File: src/rtl/o_buf_controller_pkg.sv
// -----------------------------------------------------------------------------
// o_buf_controller_pkg
// Shared definitions for the output line-buffer reader:
//   - obuf_state_e     : controller state encoding (IDLE, FETCH, DRAIN)
//   - PIXELS_PER_WORD  : 8-bit pixels packed into one 32-bit linebuffer word
//   - byte_lane()      : selects one pixel lane out of a packed word
// -----------------------------------------------------------------------------
package o_buf_controller_pkg;

    localparam int PIXELS_PER_WORD = 4;

    typedef enum logic [1:0] {
        ST_IDLE  = 2'd0,
        ST_FETCH = 2'd1,
        ST_DRAIN = 2'd2
    } obuf_state_e;

    // Pixel 0 lives in [7:0], pixel 3 in [31:24].
    function automatic logic [7:0] byte_lane(input logic [31:0] word,
                                             input logic [1:0]  lane);
        return word[{lane, 3'b000} +: 8];
    endfunction

endpackage

File: src/rtl/o_buf_word_fifo.sv
// -----------------------------------------------------------------------------
// o_buf_word_fifo
// Two-entry 32-bit word FIFO sitting between the linebuffer read port and the
// pixel unpacker.
// Ports:
//   clk_i        clock, rising edge
//   srst_i       synchronous active-high reset (empties the FIFO)
//   push_i       write push_data_i (ignored when full)
//   push_data_i  word to write
//   pop_i        drop the head word (ignored when empty)
//   count_o      current occupancy, 0..2
//   head_o       oldest word; stays stable until popped
// -----------------------------------------------------------------------------
module o_buf_word_fifo (
    input  logic        clk_i,
    input  logic        srst_i,
    input  logic        push_i,
    input  logic [31:0] push_data_i,
    input  logic        pop_i,
    output logic [1:0]  count_o,
    output logic [31:0] head_o
);

    logic [31:0] mem_q [0:1];
    logic        wr_ptr_q;
    logic        rd_ptr_q;
    logic [1:0]  count_q;
    logic        do_push;
    logic        do_pop;

    assign do_push = push_i && (count_q != 2'd2);
    assign do_pop  = pop_i  && (count_q != 2'd0);

    always_ff @(posedge clk_i) begin
        if (srst_i) begin
            for (int i = 0; i < 2; i++) begin
                mem_q[i] <= '0;
            end
            wr_ptr_q <= 1'b0;
            rd_ptr_q <= 1'b0;
            count_q  <= 2'd0;
        end else begin
            if (do_push) begin
                mem_q[wr_ptr_q] <= push_data_i;
                wr_ptr_q        <= ~wr_ptr_q;
            end
            if (do_pop) begin
                rd_ptr_q <= ~rd_ptr_q;
            end
            count_q <= count_q + {1'b0, do_push} - {1'b0, do_pop};
        end
    end

    assign count_o = count_q;
    assign head_o  = mem_q[rd_ptr_q];

endmodule

File: src/rtl/o_buf_controller.sv
// -----------------------------------------------------------------------------
// o_buf_controller
// Reads a completed line back from the ping-pong linebuffer (one 32-bit word
// per read), unpacks each word into four 8-bit pixels and streams them out on
// a valid/ready interface with start-of-frame and end-of-line markers.
//
// Ports:
//   pclk         pixel clock, rising edge
//   reset        synchronous active-high reset
//   line_valid   pulse: a line is complete in the writer's current bank
//   frame_valid  pulse: frame complete, next line is start-of-frame
//   rd_en        linebuffer read strobe
//   rd_addr      linebuffer word address (bank*LINE_WORDS + word index)
//   rd_data      read data, valid the cycle after rd_en
//   px_data      pixel value
//   px_valid     pixel valid
//   px_ready     downstream ready
//   px_sof       marks the first pixel of a frame
//   px_eol       marks the last pixel of a line
//   busy         a line is being fetched or drained
//   overrun      sticky: a line arrived while one was already pending
//   test_mode    (only with O_BUF_TEST_PATTERN_EN) generate a ramp pattern
//                instead of reading the linebuffer for lines started with it set
//
// Optional feature macro: O_BUF_TEST_PATTERN_EN
// -----------------------------------------------------------------------------
module o_buf_controller
    import o_buf_controller_pkg::*;
#(
    parameter  int LINE_PIXELS = 640,
    localparam int LINE_WORDS  = LINE_PIXELS / PIXELS_PER_WORD
) (
    input  logic        pclk,
    input  logic        reset,
    input  logic        line_valid,
    input  logic        frame_valid,
    output logic        rd_en,
    output logic [31:0] rd_addr,
    input  logic [31:0] rd_data,
    output logic [7:0]  px_data,
    output logic        px_valid,
    input  logic        px_ready,
    output logic        px_sof,
    output logic        px_eol,
`ifdef O_BUF_TEST_PATTERN_EN
    input  logic        test_mode,
`endif
    output logic        busy,
    output logic        overrun
);

    localparam int WIDX_W = $clog2(LINE_WORDS) + 1;
    localparam int PIDX_W = $clog2(LINE_PIXELS) + 1;

    obuf_state_e       state_q, state_d;
    logic              bank_q, bank_d;
    logic              pending_q, pending_d;
    logic              sof_next_q, sof_next_d;
    logic              overrun_q, overrun_d;
    logic              inflight_q;
    logic              test_q;
    logic [WIDX_W-1:0] word_idx_q, word_idx_d;
    logic [PIDX_W-1:0] px_idx_q, px_idx_d;

    logic [1:0]        fifo_count;
    logic [31:0]       fifo_head;
    logic              rd_window_ok;
    logic              xfer;
    logic              last_px;
    logic              fifo_pop;

    // The word returned for a read is pushed the cycle after rd_en, which is
    // exactly when inflight_q is high. Clearing inflight_q on reset is what
    // discards a read that was outstanding when the line was aborted.
    o_buf_word_fifo u_word_fifo (
        .clk_i       (pclk),
        .srst_i      (reset),
        .push_i      (inflight_q),
        .push_data_i (rd_data),
        .pop_i       (fifo_pop),
        .count_o     (fifo_count),
        .head_o      (fifo_head)
    );

    // Only issue a read if its data is guaranteed a free FIFO slot, counting
    // the read that is still in flight.
    assign rd_window_ok = ({1'b0, fifo_count} + {2'b00, inflight_q}) < 3'd2;
    assign rd_en        = (state_q == ST_FETCH) && rd_window_ok;
    assign rd_addr      = rd_en ? ((bank_q ? 32'(LINE_WORDS) : 32'd0) + 32'(word_idx_q))
                                : 32'd0;

    // Pixel index within the line; its two LSBs are the byte lane.
    assign last_px  = (px_idx_q == PIDX_W'(LINE_PIXELS - 1));
    assign px_valid = test_q ? (state_q == ST_DRAIN) : (fifo_count != 2'd0);
    assign xfer     = px_valid && px_ready;
    assign fifo_pop = xfer && !test_q && (px_idx_q[1:0] == 2'b11);

    assign px_data  = !px_valid ? 8'h00 :
                      test_q    ? (8'(px_idx_q) ^ {7'b0, bank_q}) :
                                  byte_lane(fifo_head, px_idx_q[1:0]);
    assign px_sof   = px_valid && sof_next_q && (px_idx_q == '0);
    assign px_eol   = px_valid && last_px;
    assign busy     = (state_q != ST_IDLE);
    assign overrun  = overrun_q;

`ifdef O_BUF_TEST_PATTERN_EN
    logic test_d;

    always_ff @(posedge pclk) begin
        if (reset) begin
            test_q <= 1'b0;
        end else begin
            test_q <= test_d;
        end
    end
`else
    assign test_q = 1'b0;
`endif

    always_comb begin
        state_d    = state_q;
        bank_d     = bank_q;
        pending_d  = pending_q;
        sof_next_d = sof_next_q;
        overrun_d  = overrun_q;
        word_idx_d = word_idx_q;
        px_idx_d   = px_idx_q;
`ifdef O_BUF_TEST_PATTERN_EN
        test_d     = test_q;
`endif

        case (state_q)
            ST_IDLE: begin
                if (line_valid || pending_q) begin
                    // A pending line is served first; a line_valid arriving
                    // in the same cycle becomes the new pending line.
                    pending_d  = pending_q && line_valid;
                    word_idx_d = '0;
                    state_d    = ST_FETCH;
`ifdef O_BUF_TEST_PATTERN_EN
                    test_d     = test_mode;
                    if (test_mode) begin
                        state_d = ST_DRAIN;
                    end
`endif
                end
            end
            ST_FETCH: begin
                if (rd_en) begin
                    if (word_idx_q == WIDX_W'(LINE_WORDS - 1)) begin
                        word_idx_d = '0;
                        state_d    = ST_DRAIN;
                    end else begin
                        word_idx_d = word_idx_q + 1'b1;
                    end
                end
            end
            ST_DRAIN: begin
                // The last pixel pops the last word, so the FIFO is empty
                // once it transfers.
                if (xfer && last_px) begin
                    bank_d  = ~bank_q;
                    state_d = ST_IDLE;
                end
            end
            default: begin
                state_d = ST_IDLE;
            end
        endcase

        // Lines arriving while busy (including the final-pixel cycle) queue
        // one deep; anything beyond that is dropped and flagged.
        if ((state_q != ST_IDLE) && line_valid) begin
            if (pending_q) begin
                overrun_d = 1'b1;
            end else begin
                pending_d = 1'b1;
            end
        end

        if (xfer) begin
            px_idx_d = last_px ? '0 : px_idx_q + 1'b1;
        end

        if (xfer && px_sof) begin
            sof_next_d = 1'b0;
        end
        if (frame_valid) begin
            sof_next_d = 1'b1;
        end
    end

    always_ff @(posedge pclk) begin
        if (reset) begin
            state_q    <= ST_IDLE;
            bank_q     <= 1'b0;
            pending_q  <= 1'b0;
            sof_next_q <= 1'b1;
            overrun_q  <= 1'b0;
            inflight_q <= 1'b0;
            word_idx_q <= '0;
            px_idx_q   <= '0;
        end else begin
            state_q    <= state_d;
            bank_q     <= bank_d;
            pending_q  <= pending_d;
            sof_next_q <= sof_next_d;
            overrun_q  <= overrun_d;
            inflight_q <= rd_en;
            word_idx_q <= word_idx_d;
            px_idx_q   <= px_idx_d;
        end
    end

endmodule

File: config.mk
export PLATFORM = sky130hd
export DESIGN_NAME = o_buf_controller
export DESIGN_NICKNAME = d
export VERILOG_FILES = /design/src/rtl/o_buf_controller_pkg.sv /design/src/rtl/o_buf_word_fifo.sv /design/src/rtl/o_buf_controller.sv
export SDC_FILE = /design/constraint.sdc
export NUM_CORES = 1
export LEC_CHECK = 0
export CORE_ASPECT_RATIO = 0.7
export CORE_MARGIN = 5
export CORE_UTILIZATION = 54
export CTS_CLUSTER_DIAMETER = 30
export DETAILED_ROUTE_END_ITERATION = 7
export HOLD_SLACK_MARGIN = 0.02
export PLACE_DENSITY = 0.85
export SLEW_MARGIN = 15
export SYNTH_ARGS = -nofsm -noshare
export SYNTH_HDL_FRONTEND = slang
export SYNTH_HIERARCHICAL = 1
export SYNTH_SLANG_ARGS = --single-unit
File: constraint.sdc
create_clock -name pclk -period 2.4 [get_ports pclk]
set_input_delay 0.48 -clock pclk [delete_from_list [all_inputs] [get_ports pclk]]
set_output_delay 0.48 -clock pclk [all_outputs]
set_load 0.01 [all_outputs]
After elaboration in Yosys (flattened, before gate mapping)
Memories as Yosys holds them, arrays and structs flattened. A register that Yosys moved wholly into a read port is not among the register bits.
Cells that the tools add are included.
{ "classes": {"add_sub_neg": 6, "reduce_logical": 24, "n_eq_ne": 10, "n_div": 0, "magnitude_cmp": 1, "mul": 0, "bitwise_logic": 3, "shift": 1, "mux": 27} }
{ "op_table": {"columns": ["cell", "n"], "rows": [
  ["$mux 32", 1],
  ["$reduce_or 32->1", 1],
  ["$shiftx 32x6->8", 1],
  ["$mux 9", 3],
  ["$pmux 9 s2", 1],
  ["$mux 8", 2],
  ["$mux 1", 13],
  ["$logic_and 1x1->1", 12],
  ["$add 11x1->11 const B", 1],
  ["$eq 11x10->1 const B", 1],
  ["$logic_not 11->1", 1],
  ["$mux 11", 1],
  ["$add 8x9->10", 1],
  ["$mux 10", 1],
  ["$add 9x1->9 const B", 1],
  ["$eq 9x8->1 const B", 1],
  ["$mux 2", 4],
  ["$ne 2x2->1 const B", 3],
  ["$pmux 2 s3", 1],
  ["$reduce_bool 2->1", 3],
  ["$eq 2x2->1 const B", 2],
  ["$ne 2x1->1 const B", 2],
  ["$reduce_and 2->1", 2],
  ["$reduce_and 4->1", 1],
  ["10 further kinds", 12]
]} }
{ "totals": {"output_inout_bits": 46, "n_memories": 1, "latch_bits": 0, "regBits": 31, "wordCells": 84, "mem_bits_ro": 0, "mem_bits_rw": 64} }
{ "memory_table": {"columns": ["name", "depth", "width", "rd", "rd_ports_with_merged_regs", "write_ports", "line_no", "rtl"], "rows": [
  ["u_word_fifo.mem_q", 2, 32, 1, 1, 2, "o_buf_word_fifo.sv:24", "logic [31:0] mem_q [0:1];"]
]} }

Logic depth before layout (Yosys ltp)
Gate-level depths: netlist of run 1.
{ "depth": {"word_depth": 7, "mapped_depth": 9, "depth_no_buf": 9} }

Hierarchy
Netlist of run 1, hierarchy kept.
{ "modules_own_cells": {"columns": ["module", "n_inst", "area_each_um2", "seq_area_each_um2", "cells_per_inst"], "rows": [
  ["o_buf_word_fifo", 1, 3126.7, 2021.9, 231],
  ["o_buf_controller", 1, 1880.6, 540.5, 216]
]} }

Worst setup path after synthesis of run 1
No wires, ideal clock.
{ "synth_timing": {"kind": "reg-to-reg", "startpoint": "register px_idx_q[0]", "endpoint": "register sof_next_q", "synth_period_minus_slack_ps": 2120, "arrival_ps": 2000, "path_stages_with_launch": 8, "setup_ps": 120, "n_path_buf": 1, "slack_ps": 280, "required_time_ps": 2280, "path_cell_list": "dfxtp_1 > buf_2 > inv_1 > ha_1 > or4bb_1 > nor4_1 > nand2_1 > a211o_1"} }
{ "synth_via": {"elab_chain_len": 3} }
{ "synth_lines": {"columns": ["element", "line_no", "rtl"], "rows": [
  ["start, declared", "o_buf_controller.sv:63", "logic [PIDX_W-1:0] px_idx_q, px_idx_d;"],
  ["start signal, assigned", "o_buf_controller.sv:211", "px_idx_q <= px_idx_d;"],
  ["$logic_not 11->1", "o_buf_controller.sv:101", "assign px_sof = px_valid && sof_next_q && (px_idx_q == '0);"],
  ["$logic_and 1x1->1", "o_buf_controller.sv:101", null],
  ["named net px_sof", "o_buf_controller.sv:43", "output logic px_sof,"],
  ["$logic_and 1x1->1", "o_buf_controller.sv:185", "if (xfer && px_sof) begin"],
  ["end signal, assigned", "o_buf_controller.sv:207", "sof_next_q <= sof_next_d;"],
  ["end, declared", "o_buf_controller.sv:58", "logic sof_next_q, sof_next_d;"]
]} }
The timed path passes the listed nets, and every way through them passes these cells.
A chain may end at the register's enable or synchronous reset.

==> results of run 1 <==
-- worst max-delay path by stage --
stage / cells after the start / slack, ns / end
2_1_floorplan: 7 / 0.28 / sof_next_q
3_3_place_gp: 5 / -0.07 / px_data[0]
3_5_place_dp: 5 / -0.11 / px_data[1]
4_1_cts: 5 / -0.21 / px_data[1]
5_1_grt: 6 / -0.27 / px_data[4]
6_report: 6 / -0.23 / px_data[4]
-- power groups by stage --
stage          Sequential, mW  Clock (mW)  Combinational [mW]
2_1_floorplan            1.90           0               0.262
3_3_place_gp             1.91           0               0.391
3_5_place_dp             1.91           0               0.403
4_1_cts                  1.87        1.34               0.408
5_1_grt                  1.88        1.42               0.467
6_report                 1.88        1.33               0.434
-- kinds of logic (layout without fill, tap and decap cells) --
group                      count (synthesis)  after routing  synth area share, %
buffers and inverters                     49            121                 7.17
xor gates and xnor gates                  12             12                 2.10
muxes                                     40             40                 10.9
DFF                                       96             96                 51.2
other                                      1             22               0.0749
adders and majority gates                  8              8                 2.00
AOI/OAI and AO/OA                         42             42                 5.77
and+or+nand+nor                          199            199                 20.8
-- Yosys cell counts, types with 2 or more instances --
cell	count
nor2_1	83
edfxtp_1	64
nand2b_1	38
dfxtp_1	32
mux2_2	30
buf_4	23
and2_1	17
nand2_1	16
a31oi_1	12
a21oi_1	9
xnor2_1	9
ha_1	8
mux4_2	8
nand3_1	8
buf_6	7
inv_1	7
nor3_1	7
o21ai_0	6
and3_1	5
buf_2	4
clkbuf_1	4
nor4_1	4
clkbuf_8	3
or3_1	3
xor2_1	3
a211o_1	2
a41oi_1	2
mux2_4	2
nand4_1	2
nor3b_1	2
o211ai_1	2
o21a_1	2
or3_4	2
or4_1	2
-- final cells by class --
cell class / count / area [um2] / area share (%)
inverter: 7 / 28.8 / 0.458
multi-input combinational: 323 / 2260 / 35.9
sequential: 96 / 2570 / 40.9
timing repair buffer: 98 / 990 / 15.8
tap: 124 / 155 / 2.47
clock inverter: 5 / 31.3 / 0.498
clock buffer: 11 / 253 / 4.02
-- registers in the layout (all words and copies together) (netlist names), named ones only --
name / count
pending_q: 1
u_word_fifo/rd_ptr_q: 1
u_word_fifo/wr_ptr_q: 1
state_q: 2
sof_next_q: 1
u_word_fifo/mem_q: 64
inflight_q: 1
bank_q: 1
overrun: 1
u_word_fifo/count_o: 2
px_idx_q: 11
word_idx_q: 9
-- metrics by stage --
stage / TNS (ns) / cells / utilization [%] / instance area [um2] / setup slack (ns)
after floorplan: 0 / 468 / - / 5090 / 0.280
after global placement: -0.373 / 632 / 63.0 / 5710 / -0.0665
after detailed placement: -0.597 / 632 / 63.0 / 5710 / -0.108
after CTS: -1.18 / 650 / 66.7 / 6050 / -0.212
after global routing: -1.54 / 664 / 69.3 / 6280 / -0.274
final: -1.21 / 664 / 69.3 / 6280 / -0.233
-- routing by layer --
layer,vias up,wire length [um],global-route usage (%)
met5,-,0,0
met4,0,263,5.69
met3,30,1050,4.26
met2,189,5890,31.7
met1,1825,5340,28.8
li1,1724,-,-
-- repair_timing --
action,4_1_cts,5_1_grt
hold buffers,0,0
gates cloned,0,2
endpoints found under the setup margin,20,19
setup buffers,2,12
gates resized for setup,38,45
-- critical path: stages (launching register included) --
cell and delay, ns:
dfxtp_4 0.41, buf_4 0.14, clkbuf_16 0.13, mux2_2 0.35
mux4_2 0.49, and2_1 0.18, clkbuf_2 0.12
==> results.ini, run 1 <==
[sta]
fin_ws_ns = -0.233
relSlewSlack_pct = 31.3
finalClockSkew_ns = 0.00531
rsz0062_at_grt = true
max_freq_mhz = 380
whs_ns = 0.491
min_period_ns = 2.63
final_max_slew_viol_count = 0
setup_viol = 8
hold_violations = 0
fin_crit_sh_pct = 110
tightestPinTransition_ns = 1.02

[critical_path]
r2r-end = u_word_fifo/count_o[1]
critical_path_class = reg2out
ff2ff_setup_slack_ns = 0.21
worstSetupEndpointType = output port
cp-start-kind = register
required_ns = 1.92
critPathArrivalTime_ns = 2.15
reg2reg_depth = 11
worst-path-max-fanout = 5
r2r_start = px_idx_q[1]

[min_path]
hold_start = overrun
whs_endpoint = overrun
holdCritPathClass = reg2reg
min_path_cells = 2

[synth]
synth-seq-cells = 96
synth_top_area_share_pct = 38.4
ys.flop_type = edfxtp_1
yosys_warnings = 6
async_flop_share_pct = 0
postSynthCellCount = 447
netlist_area_um2 = 5010
synth_seq_area_share_pct = 51.2
yosys.area.top_type = edfxtp_1
synth-edff-count = 64
avgSynthCellArea_um2 = 11.2
ys_types = 53
synth.area.top_cells = edfxtp_1 (38%), dfxtp_1 (13%), mux2_2 (6.7%)

[floorplanning]
die_x_um = 125
die_height_um = 90.6
num_rows = 29
io_pins = 83
die-area_um2 = 11300
start_util_pct = 55.2
core_area_um2 = 9070

[cts]
ctsLongestPathBuffers = 2
clock_latency_ns = 0.33
clk_pin_slew_ns = 0.06
htreeDepth = 3
clock_sinks = 96
cts_tree = yes
cts_made_buffers = 9
cts-root-buf = clkbuf_16

[status]
outcome = finished with violations
violations = setup timing

[pwr]
power.total_mw = 3.64
p_leak_nw = 2.43
powerDensity_nw_per_um2 = 580
seqPwrFrac_pct = 51.5
p_clk_share_pct = 36.5
switching_share_pct = 23.0
internal_power_mw = 2.80
power.switching_uw = 840
p_comb_share_pct = 11.9
peakVddDrop_uv = 366

[global_routing]
track_usage_pct = 20.3
grt-ovfl-total = 0
grt_pass1_vias = 3614
grt_pass1_wl_um = 18500
antenna_found_initial = 0
grt_max_degree = 50

[layout]
nFillCells = 607
nets = 580
drive_above_1_share_pct = 23.5
area_delta_synth_final_pct = 25.5
num_antenna_cells = 0
final_cell_mix = nor2_1 (83), edfxtp_1 (64), clkdlybuf4s50_1 (46)
mostFrequentLayoutCell = nor2_1

[route]
drt-initial-drc-count = 382
wl_per_cell_um = 18.9
drc = 0
vias = 3768
finalWirelength_um = 12500
drt_first_pass_iters = 6
drt-vias-per-instance = 5.67
ant_nets = 0

[placed_design]
globalplace.congestion = 0.875
dp_hpwl_um = 7950
io_buffers = 60

[run]
cap_violations = 0

No activity file was read; power rests on OpenSTA's default activity.
==> inputs of run 2 (changes only) <==
- CORE_UTILIZATION: 54 -> 41
- DONT_BUFFER_PORTS: not set -> 1
- PLACE_DENSITY: 0.85 -> 0.59
==> results.ini, run 2 (synthesis gave the netlist of run 1 again) <==
[status]
outcome = finished with violations
violations = setup timing

[critical_path]
critPathArrivalTime_ns = 1.96  ; -0.19 ns
cp-start-kind = register
crit_chain = buf_6, buf_16, mux2_2, mux4_2, and2_4
r2r_start = px_idx_q[1]
worst-path-max-fanout = 8  ; +3
required_ns = 1.92  ; about the same
critPathMaxStageDelay_ns = 0.46  ; -0.03 ns
critical_path_class = reg2out
cpMaxStageDelayCell = mux4_2
worstSetupEndpointType = output port

[cts]
cts_tree = yes
clk_pin_slew_ns = 0.06  ; about the same
ctsLongestPathBuffers = 2  ; unchanged
clock_sinks = 96  ; unchanged
cts-root-buf = clkbuf_16
cts_hold_buffers = 0  ; unchanged
clock_latency_ns = 0.34  ; about the same
cts_made_buffers = 9  ; unchanged
htreeDepth = 3  ; unchanged

[sta]
fin_ws_ns = -0.0428  ; +0.191 ns
rsz0062_at_grt = true
min_period_ns = 2.44  ; -0.191 ns
tightestPinTransition_ns = 0.770  ; -0.249 ns
timing.setup.tns_ns = -0.164  ; +1.04 ns
final_max_slew_viol_count = 0  ; unchanged
fin_crit_sh_pct = 102  ; -7.9 points
setup_viol = 6  ; -2
relSlewSlack_pct = 48.3  ; +17 points
max_freq_mhz = 409  ; +7.8%
finalClockSkew_ns = 0.00542  ; +0.000103 ns
hold_violations = 0  ; unchanged

[placed_design]
dp_hpwl_um = 7340  ; -7.8%
io_buffers = 0  ; -100%
preCtsSetupSlack_ns = 0.288  ; +0.397 ns
globalplace.congestion = 0.797  ; -9.0%

[layout]
nets = 500  ; -14%
drive_above_1_share_pct = 20.7  ; -2.9 points
final_cell_mix = nor2_1 (83), edfxtp_1 (64), nand2b_1 (38)
multiInputGateArea_um2 = 2280  ; +1.0%
seqCellArea_um2 = 2570  ; about the same
regMostFlops = u_word_fifo/mem_q
nFillCells = 1084  ; +79%
mostFrequentLayoutCell = nor2_1
num_antenna_cells = 0  ; unchanged
area_delta_synth_final_pct = 10.9
largest_reg_flops = 64  ; unchanged
reg_top3 = u_word_fifo/mem_q x64, px_idx_q x11, word_idx_q x9

[route]
drc = 0  ; unchanged
wl_per_cell_um = 17.6  ; -6.6%
vias = 3201  ; -15%
drt-initial-drc-count = 220  ; -42%
drt_first_pass_iters = 4  ; -2
finalWirelength_um = 10900  ; -13%
ant_nets = 0  ; unchanged
drt-vias-per-instance = 5.19  ; -8.6%

[pwr]
seqPwrFrac_pct = 51.9  ; +0.4 points
powerDensity_nw_per_um2 = 649  ; +12%
power.switching_uw = 823  ; -2.0%
power.total_mw = 3.61  ; -0.99%
p_comb_share_pct = 9.0  ; -2.9 points
peakVddDrop_uv = 386  ; +5.4%
internal_power_mw = 2.78  ; -0.68%
p_clk_share_pct = 39.1  ; +2.6 points
switching_share_pct = 22.8  ; -0.23 points
p_leak_nw = 2.05  ; -16%

[floorplanning]
die-area_um2 = 14600  ; +28%
core_area_um2 = 11900  ; +31%
num_rows = 33  ; +14%
start_util_pct = 42.3  ; -13 points
io_pins = 83  ; unchanged
die_x_um = 142  ; +14%
die_height_um = 102  ; +13%

[min_path]
hold_start = reset
holdCritPathClass = in2reg

[global_routing]
grt_pass1_vias = 3023  ; -16%
track_usage_pct = 15.4  ; -4.8 points
grt_pass1_wl_um = 17200  ; -7.1%
grt_max_degree = 51  ; +2.0%
antenna_found_initial = 0  ; unchanged
grt-ovfl-total = 0  ; unchanged

[run]
cap_violations = 0  ; unchanged

run 2: cell count changes in the layout (fill, tap and decap cells not counted), sizes merged, moves of 2 or more:
cell	delta
buf	-21
clkbuf	-9
dlygate4sd2	-2
clkdlybuf4s50	-46
dlymetal6s2s	-2
run 2: final cells by class:
type | count | share of cell area [%]
clock inverter | 5 | 1.01
inverter | 7 | 0.473
multi-input combinational | 323 | 41.0
clock buffer | 11 | 4.19
timing repair buffer | 18 | 3.58
tap | 157 | 3.54
sequential | 96 | 46.2
run 2: path summary, 6_finish.rpt:
path / cells past startpoint / end / slack (ns)
max reg2reg: 9 / u_word_fifo/count_o[1] / 0.42
min: 1 / word_idx_q[4] / 0.21
min reg2reg: 1 / sof_next_q / 0.47
max: 5 / px_data[6] / -0.04
run 2: critical path: cells and delay by family (launching register included):
family,cells,cell delay (ns)
DFF,1,0.38
buffers and inverters,2,0.26
and+or+nand+nor,1,0.18
muxes,2,0.80
run 2: layer usage:
metal | vias up | share of wire, % | global-route usage, % | wire [um]
li1 | 1553 | - | - | -
met1 | 1536 | 52 | 24.0 | 5630
met2 | 102 | 41 | 20.9 | 4450
met3 | 10 | 6.4 | 4.16 | 692
met4 | 0 | 1.0 | 3.98 | 113
met5 | - | 0 | 0 | 0
run 2: power groups by stage:
stage	clock [mW]	sequential [mW]	combinational, mW
floorplan	0	1.90	0.262
global placement	0	1.91	0.295
detailed placement	0	1.91	0.299
CTS	1.44	1.87	0.320
global route	1.52	1.88	0.354
finish	1.41	1.87	0.323
run 2: timing repair:
item,4_1_cts,5_1_grt
buffers inserted,3,0
endpoints found under the setup margin,9,15
resized for setup,36,4
cloned,3,0
pin swaps,0,0
run 2: per-stage QoR:
step / hold slack, ns / util, % / cell area, um2 / instances
floorplan: 0.426 / - / 5090 / 468
global placement: 0.452 / 42.9 / 5080 / 597
detailed placement: 0.453 / 42.9 / 5080 / 597
CTS: 0.196 / 47.1 / 5590 / 619
global route: 0.190 / 46.9 / 5560 / 617
finish: 0.210 / 46.9 / 5560 / 617
